==> config.mk <==
export PLATFORM = sky130hd
export DESIGN_NAME = pe_instr_fetch
export DESIGN_NICKNAME = d
export VERILOG_FILES = /design/src/rtl/pe_instr_fetch.sv
export SDC_FILE = /design/constraint.sdc
export NUM_CORES = 1
export LEC_CHECK = 0
export ABC_AREA = 1
export BUFFER_PORTS_ARGS = -buffer_cell sky130_fd_sc_hd__buf_2
export CORE_UTILIZATION = 57
export DETAILED_ROUTE_END_ITERATION = 10
export GPL_ROUTABILITY_DRIVEN = 0
export PLACE_DENSITY = 0.86
export SYNTH_ARGS = -nofsm -noshare
export SYNTH_HDL_FRONTEND = slang
export SYNTH_SLANG_ARGS = --single-unit
==> constraint.sdc <==
create_clock -name clk -period 2.5 [get_ports clk]
set_clock_uncertainty 0.15 [all_clocks]
set_input_delay 0.25 -clock clk [delete_from_list [all_inputs] [get_ports clk]]
set_output_delay 0.25 -clock clk [all_outputs]
set_load 0.005 [all_outputs]
==> src/rtl/pe_instr_fetch.sv <==
`default_nettype none
// +---------------------------------------------------------------------------+
// | pe_instr_fetch : prefetching fetch stage that feeds the PE decoder.       |
// | Optional starvation counter via PE_INSTR_FETCH_PERF_CNT_EN.  Rev 1.0      |
// +---------------------------------------------------------------------------+
module pe_instr_fetch #(
   parameter int                  INSTR_L     = 32,
   parameter int                  OPCODE_L    = 4,
   parameter logic [OPCODE_L-1:0] HALT_OPCODE = 4'hF,
   parameter int                  IMEM_ADDR_L = 9,
   parameter int                  FIFO_DEPTH  = 4
) (
   input  logic                   clk,
   input  logic                   rst,
   input  logic                   start,
   input  logic [IMEM_ADDR_L-1:0] start_addr,
   output logic                   busy,
   output logic                   done,
   output logic                   mem_rd_en,
   output logic [IMEM_ADDR_L-1:0] mem_rd_addr,
   input  logic [INSTR_L-1:0]     mem_rd_data,
   output logic                   instr_vld,
   output logic [INSTR_L-1:0]     instr,
   input  logic                   instr_rdy
`ifdef PE_INSTR_FETCH_PERF_CNT_EN
   ,
   output logic [31:0]            stall_cnt
`endif
);

   localparam int PTR_L = $clog2(FIFO_DEPTH);
   localparam int CNT_L = PTR_L + 1;

   typedef enum logic [1:0] {
      ST_IDLE  = 2'd0,
      ST_FETCH = 2'd1,
      ST_DRAIN = 2'd2
   } state_t;

   state_t                 state_q, state_d;
   logic [IMEM_ADDR_L-1:0] pc_q, pc_d;
   logic                   halt_seen_q, halt_seen_d;
   logic                   inflight_q;
   logic [PTR_L-1:0]       wr_ptr_q, wr_ptr_d;
   logic [PTR_L-1:0]       rd_ptr_q, rd_ptr_d;
   logic [CNT_L-1:0]       count_q, count_d;
   logic [INSTR_L-1:0]     mem_q [FIFO_DEPTH];
   logic [INSTR_L-1:0]     mem_d [FIFO_DEPTH];

   logic                   pop;
   logic                   push;
   logic                   rsp_halt;
   logic [CNT_L:0]         occ_sum;
   logic [CNT_L:0]         occ_lim;
   logic                   can_issue;

   assign instr_vld   = (count_q != '0);
   assign instr       = instr_vld ? mem_q[rd_ptr_q] : '0;
   assign busy        = (state_q != ST_IDLE);
   assign mem_rd_addr = pc_q;
   assign pop         = instr_vld && instr_rdy;

   // Responses are only meaningful for reads issued before HALT came back.
   assign rsp_halt = inflight_q && !halt_seen_q
                     && (mem_rd_data[OPCODE_L-1:0] == HALT_OPCODE);
   assign push     = inflight_q && !halt_seen_q && !rsp_halt;

   // Credit: queued + in-flight, minus this cycle's pop, must leave a free slot.
   assign occ_sum   = {1'b0, count_q} + (CNT_L+1)'(inflight_q);
   assign occ_lim   = (CNT_L+1)'(FIFO_DEPTH) + (CNT_L+1)'(pop);
   assign can_issue = (occ_sum < occ_lim);

   always_comb begin
      state_d     = state_q;
      pc_d        = pc_q;
      halt_seen_d = halt_seen_q;
      wr_ptr_d    = wr_ptr_q;
      rd_ptr_d    = rd_ptr_q;
      count_d     = count_q + CNT_L'(push) - CNT_L'(pop);
      mem_d       = mem_q;
      mem_rd_en   = 1'b0;
      done        = 1'b0;

      if (push) begin
         mem_d[wr_ptr_q] = mem_rd_data;
         wr_ptr_d        = wr_ptr_q + PTR_L'(1);
      end
      if (pop) begin
         rd_ptr_d = rd_ptr_q + PTR_L'(1);
      end

      case (state_q)
         ST_IDLE: begin
            if (start) begin
               state_d     = ST_FETCH;
               pc_d        = start_addr;
               halt_seen_d = 1'b0;
               wr_ptr_d    = '0;
               rd_ptr_d    = '0;
               count_d     = '0;
            end
         end
         ST_FETCH: begin
            if (!halt_seen_q && can_issue) begin
               mem_rd_en = 1'b1;
               pc_d      = pc_q + IMEM_ADDR_L'(1);
            end
            if (rsp_halt) begin
               halt_seen_d = 1'b1;
               state_d     = ST_DRAIN;
            end
         end
         ST_DRAIN: begin
            // The last outstanding read returns this cycle and is discarded.
            if (count_q == '0) begin
               done    = 1'b1;
               state_d = ST_IDLE;
            end
         end
         default: state_d = ST_IDLE;
      endcase
   end

   always_ff @(posedge clk) begin
      if (rst) begin
         state_q     <= ST_IDLE;
         pc_q        <= '0;
         halt_seen_q <= 1'b0;
         inflight_q  <= 1'b0;
         wr_ptr_q    <= '0;
         rd_ptr_q    <= '0;
         count_q     <= '0;
         for (int i = 0; i < FIFO_DEPTH; i++) begin
            mem_q[i] <= '0;
         end
      end else begin
         state_q     <= state_d;
         pc_q        <= pc_d;
         halt_seen_q <= halt_seen_d;
         inflight_q  <= mem_rd_en;
         wr_ptr_q    <= wr_ptr_d;
         rd_ptr_q    <= rd_ptr_d;
         count_q     <= count_d;
         mem_q       <= mem_d;
      end
   end

`ifdef PE_INSTR_FETCH_PERF_CNT_EN
   logic [31:0] stall_cnt_q, stall_cnt_d;

   assign stall_cnt = stall_cnt_q;

   always_comb begin
      stall_cnt_d = stall_cnt_q;
      if (state_q == ST_IDLE && start) begin
         stall_cnt_d = '0;
      end else if (state_q == ST_FETCH && !instr_vld && stall_cnt_q != '1) begin
         stall_cnt_d = stall_cnt_q + 32'd1;
      end
   end

   always_ff @(posedge clk) begin
      if (rst) begin
         stall_cnt_q <= '0;
      end else begin
         stall_cnt_q <= stall_cnt_d;
      end
   end
`endif

endmodule

`default_nettype wire
==> run metrics, run 1 <==
placed cells 1090; post-synth top area share 44.54%; core area 11420 um^2; top post-synthesis cells by area dfxtp_1 (45%), a21oi_1 (13%), nor2_1 (9.0%); worst r2r dst count_q[2]; r2r setup slk 470 ps; Post-Synthesis Cells 907; clk buf depth 2; post-DP HPWL 9438 um; most used cell, CP ha_1; pwr dens 765.5 nW/um^2; first-pass GRT wire length 26970 um; failing checks DRC; nets 1055; DIE AREA 12110 um^2; ant diodes 0; Root Buffer clkbuf_16; initial antenna violation count 0; Die H 110.0 um; Hold WS 8.167 ps; Fin. Hold Viols 0; critical path type register to output port; CTS tree done; r2r startpoint count_q[1]; multi-input logic area 3080 um^2; DR vias 6505; Met3 Wirelength 1174 um; crit path max-delay cell type dfxtp_1; most common cell after layout, fill and taps aside a21oi_1; routed wire length 16830 um; Post-Syn Area per Cell 7.335 um^2; area delta synth->final 21.82%; H-Tree Depth 4; Storage cell area 2964 um^2; Place WS 428.0 ps; Inserted Clock Buffers 17; Min Clock Period, post-route 2352 ps; layout cells sized above 1 15.02%; relative slew slack 67.29%; count of cell types in the netlist 27; wire length on met1 7199 um; Initial Util 58.26%; PortBufs 89; IO Pins 90; Finished Cell Area 8104 um^2; num rows 39; status finished, violations left; largest net degree at the start of global routing 66; worst hold path class input pin to register; uppermost routed layer met4; commonest cells after routing, fill and taps aside a21oi_1 (169), nor2_1 (160), dfxtp_1 (147), o21ai_1 (112), buf_2 (89); syn nets 962; drt initial violations 527; WP data required 2100 ps; routed wl met2 8097 um; CP max FO 17; total track usage 28.68%; Static Leak 0.003532 uW; fin worst setup slack 148.4 ps; clk_lat worst skew 410 ps; slowest cell delay on critical path 320 ps; Via density 5.632; Max VDD drop 0.0004276 V; layout filler cell count 892; Slew Viols, Final 0; Tot Pwr 6203 uW; Worst EP arrival 1950 ps; Seq cells post-synth 148; worst reg-to-reg path cell count 9; Slew @ Worst Pin 490.0 ps; Critical Path Start inflight_q; YS warnings 0; final setup violation count 0; non-filler instance count after layout 1155; vias in the first global route 5783; Setup crit end mem_rd_en; WL per Instance 14.57 um; placed cell area 7148 um^2; crit end category output port; HP Start mem_rd_data[17]; ANT nets after route 0; crit path cell chain ha_1, ha_1, nor2_1, nand3_1, nand2_1, nand2_2, inv_1, buf_2; Clock Pin Slew Worst Setup and Hold Paths 60 ps; total gr overflow 0; Remaining DRCs 2; post-synth top area cell dfxtp_1; nature of the critical path startpoint register; DR pass1 iterations 8; die width 110.0 um; Final Cycle Share 94.07%; Max-Cap Viols 0; Mapped Area 6653 um^2; Fmax 425.2 MHz; post-synthesis sequential area ratio 44.54%; CTS Sinks 148
==> repair_timing <==
item	in CTS	in global routing
endpoints found under the hold margin	102	0
setup endpoints to repair	0	1
resized for setup	0	2
buffers inserted	0	1
hold buffers	33	0
==> worst min-delay path by stage <==
stage / to / slack [ps] / cells after the start
finish: mem_q[113] / 8 / 3
global placement: state_q[1] / 340 / 2
CTS: mem_q[67] / 5 / 3
global route: mem_q[49] / 20 / 3
floorplan: state_q[0] / 170 / 1
detailed placement: state_q[0] / 340 / 2
==> stage by stage <==
stage,setup TNS (ps),utilization (%)
after floorplan,0,-
after global placement,0,62.60
after detailed placement,0,62.60
after CTS,0,70.85
after global routing,-8.958,70.97
final,0,70.97
==> synthesized netlist by cell type, drive strengths merged <==
cell    instances
nor3            1
nand3          22
clkbuf         29
dfxtp         148
nor3b           1
a21oi         169
fa              1
ha              9
o21ai         198
inv            62
or2             1
buf            38
nand2          56
xnor2           1
nand4           1
xor2            3
nor2          165
a21boi          1
a211oi          1
==> state kept, by name (all words and copies together) (netlist names) <==
name / cells
inflight_q: 1
rd_ptr_q: 2
mem_q: 128
mem_rd_addr: 9
state_q: 2
count_q: 3
halt_seen_q: 1
wr_ptr_q: 2
==> area by class of cell <==
class | count | area share, %
well taps | 143 | 2.208
flip-flops and latches | 148 | 36.58
repair buffers | 141 | 12.72
clock inverters | 8 | 1.528
inverters | 62 | 2.933
clock buffers | 23 | 6.021
multi-input cells | 630 | 38.01
==> power by group <==
part,internal (uW),switching (uW)
Combinational,404,674
Sequential,2450,66.9
Clock,1670,937
==> logic make-up (layout without fill, tap and decap cells) <==
group                    Yosys count  after routing  share of synthesized area, %
flip-flops                       148            148                         44.54
XOR/XNOR                           4              4                        0.5267
AND/OR/NAND/NOR                  247            247                         15.91
AO/OA/AOI/OAI                    369            369                         27.84
adder cells (fa/ha/maj)           10             10                         1.994
buffers and inverters            129            234                         9.197
==> routing by layer <==
| metal | vias to the layer above | GRT usage [%] |
|---|---|---|
| li1 | 3231 | - |
| met1 | 2966 | 36.77 |
| met2 | 277 | 46.83 |
| met3 | 31 | 6.173 |
| met4 | 0 | 11.81 |
| met5 | - | 0 |
==> critical path: cells and delay by family (launching register included) <==
kind / cells / cell delay, ps
DFF: 1 / 320
adders and majority gates: 2 / 500
buffers and inverters: 2 / 210
and+or+nand+nor: 4 / 510
(Power assumes the default switching activity.)
==> run 2, diff against run 1 <==
- PLACE_DENSITY: 0.86 -> unset
- PLACE_DENSITY_LB_ADDON: unset -> 0.25
==> run metrics, run 2 (same netlist as run 1, synthesis figures left out) <==
CTS tree done; Slew Viols, Final 0; DIE AREA 12110 um^2; crit path max-delay cell type dfxtp_2; vias in the first global route 5726; fin worst setup slack 205.6 ps; Max-Cap Viols 0; placed cells 1089; area delta synth->final 21.10%; WP buf/inv 2; post-DP HPWL 9384 um; Fmax 435.8 MHz; critical path type register to output port; core area 11420 um^2; setup TNS 0 ps; H-Tree Depth 4; r2r startpoint count_q[1]; PortBufs 89; ANT nets after route 0; Final Cycle Share 91.78%; Place WS 461.8 ps; nature of the critical path startpoint register; commonest cells after routing, fill and taps aside a21oi_1 (169), nor2_1 (160), dfxtp_1 (147), o21ai_1 (112), buf_2 (89); pwr dens 754.3 nW/um^2; Via density 5.466; worst r2r dst count_q[2]; r2r setup slk 500 ps; Clock Pin Slew Worst Setup and Hold Paths 60 ps; total track usage 28.10%; Min-Delay Path Depth 5; Fin. Hold Viols 0; nets 1056; Worst EP arrival 1890 ps; crit end category output port; WHS Endpoint mem_rd_addr[4]; total gr overflow 0; clk buf depth 2; Max VDD drop 0.0005506 V; WP data required 2100 ps; Root Buffer clkbuf_16; layout cells sized above 1 15.10%; Initial Util 58.26%; worst hold path class input pin to register; num rows 39; worst reg-to-reg path cell count 9; DR vias 6319; slowest cell delay on critical path 550 ps; HP Start start_addr[4]; most used cell, CP nor2_1; Min Clock Period, post-route 2294 ps; IO Pins 90; WL per Instance 13.90 um; RSZ-0062 raised after global routing no; ant diodes 0; relative slew slack 59.20%; non-filler instance count after layout 1156; DR pass1 iterations 5; max FFs per register 128; CP max FO 50; routed wire length 16070 um; most common cell after layout, fill and taps aside a21oi_1; Inserted Clock Buffers 17; first-pass GRT wire length 26300 um; Tot Pwr 6077 uW; Remaining DRCs 0; drt initial violations 477; delay-heaviest family, CP flip-flops; Slew @ Worst Pin 612.0 ps; final setup violation count 0; status finished, final reports clean; most flop-heavy register mem_q; CTS Sinks 148; Static Leak 0.003511 uW; initial antenna violation count 0; Worst path depth 6; crit path cell chain buf_12, nor2_1, nor2_1, o21ai_0, a21oi_1, buf_2; Hold WS 13.32 ps; largest net degree at the start of global routing 77; die width 110.0 um; clk_lat worst skew 420 ps; Die H 110.0 um
## run 2: per-layer routing
| layer | GRT usage (%) | share of wire (%) | up-vias | wire length (um) |
|---|---|---|---|---|
| li1 | - | - | 3245 | - |
| met1 | 35.04 | 46 | 2899 | 7316 |
| met4 | 9.714 | 1.3 | 0 | 206 |
| met5 | 0 | 0 | - | 0 |
| met3 | 6.996 | 4.7 | 23 | 754 |
| met2 | 47.19 | 48 | 152 | 7792 |
## run 2: where the power goes
group,total (uW),leakage [uW],internal [uW],switching [uW]
logic,1040,0.00203,394,645
registers,2530,0.00120,2450,76.2
clock network,2510,0.000284,1560,949
## run 2: how the worst max path moves through the flow
stage,start,to
floorplan,count_q[1],count_q[2]
detailed placement,count_q[1],count_q[2]
finish,rd_ptr_q[0],instr[31]
CTS,count_q[1],instr[18]
global placement,mem_rd_data[3],count_q[2]
global route,count_q[0],mem_rd_en
## run 2: cell type report
cell class                 count  area [um^2]
fill                         982         3362
tap                          143        178.9
clock inverter                 9        102.6
inverter                      62        237.7
clock buffer                  22        484.2
multi-input combinational    630         3085
timing repair buffer         142         1003
sequential                   148         2964
## run 2: what timing repair did
item                                    in CTS  in global routing
hold buffers                                34                  0
endpoints found under the setup margin       0                  3
resized for setup                            0                  3
buffers inserted                             0                  2
endpoints found under the hold margin      115                  0
## run 2: worst reg2reg max path, stage by stage, from the launching register on
cell     delay (ps)
dfxtp_1         420
nor2_1           70
nand2_2         150
nand2_1         130
xor2_1          170
ha_1            150
inv_1            50
fa_1            380
xnor2_1         170
nor2_1           60
## run 2: through the flow
step                      utilization (%)  instance area [um^2]
after floorplan                         -                  6653
after global placement              62.21                  7103
after detailed placement            62.21                  7103
after CTS                           70.33                  8030
after global routing                70.56                  8056
final                               70.56                  8056
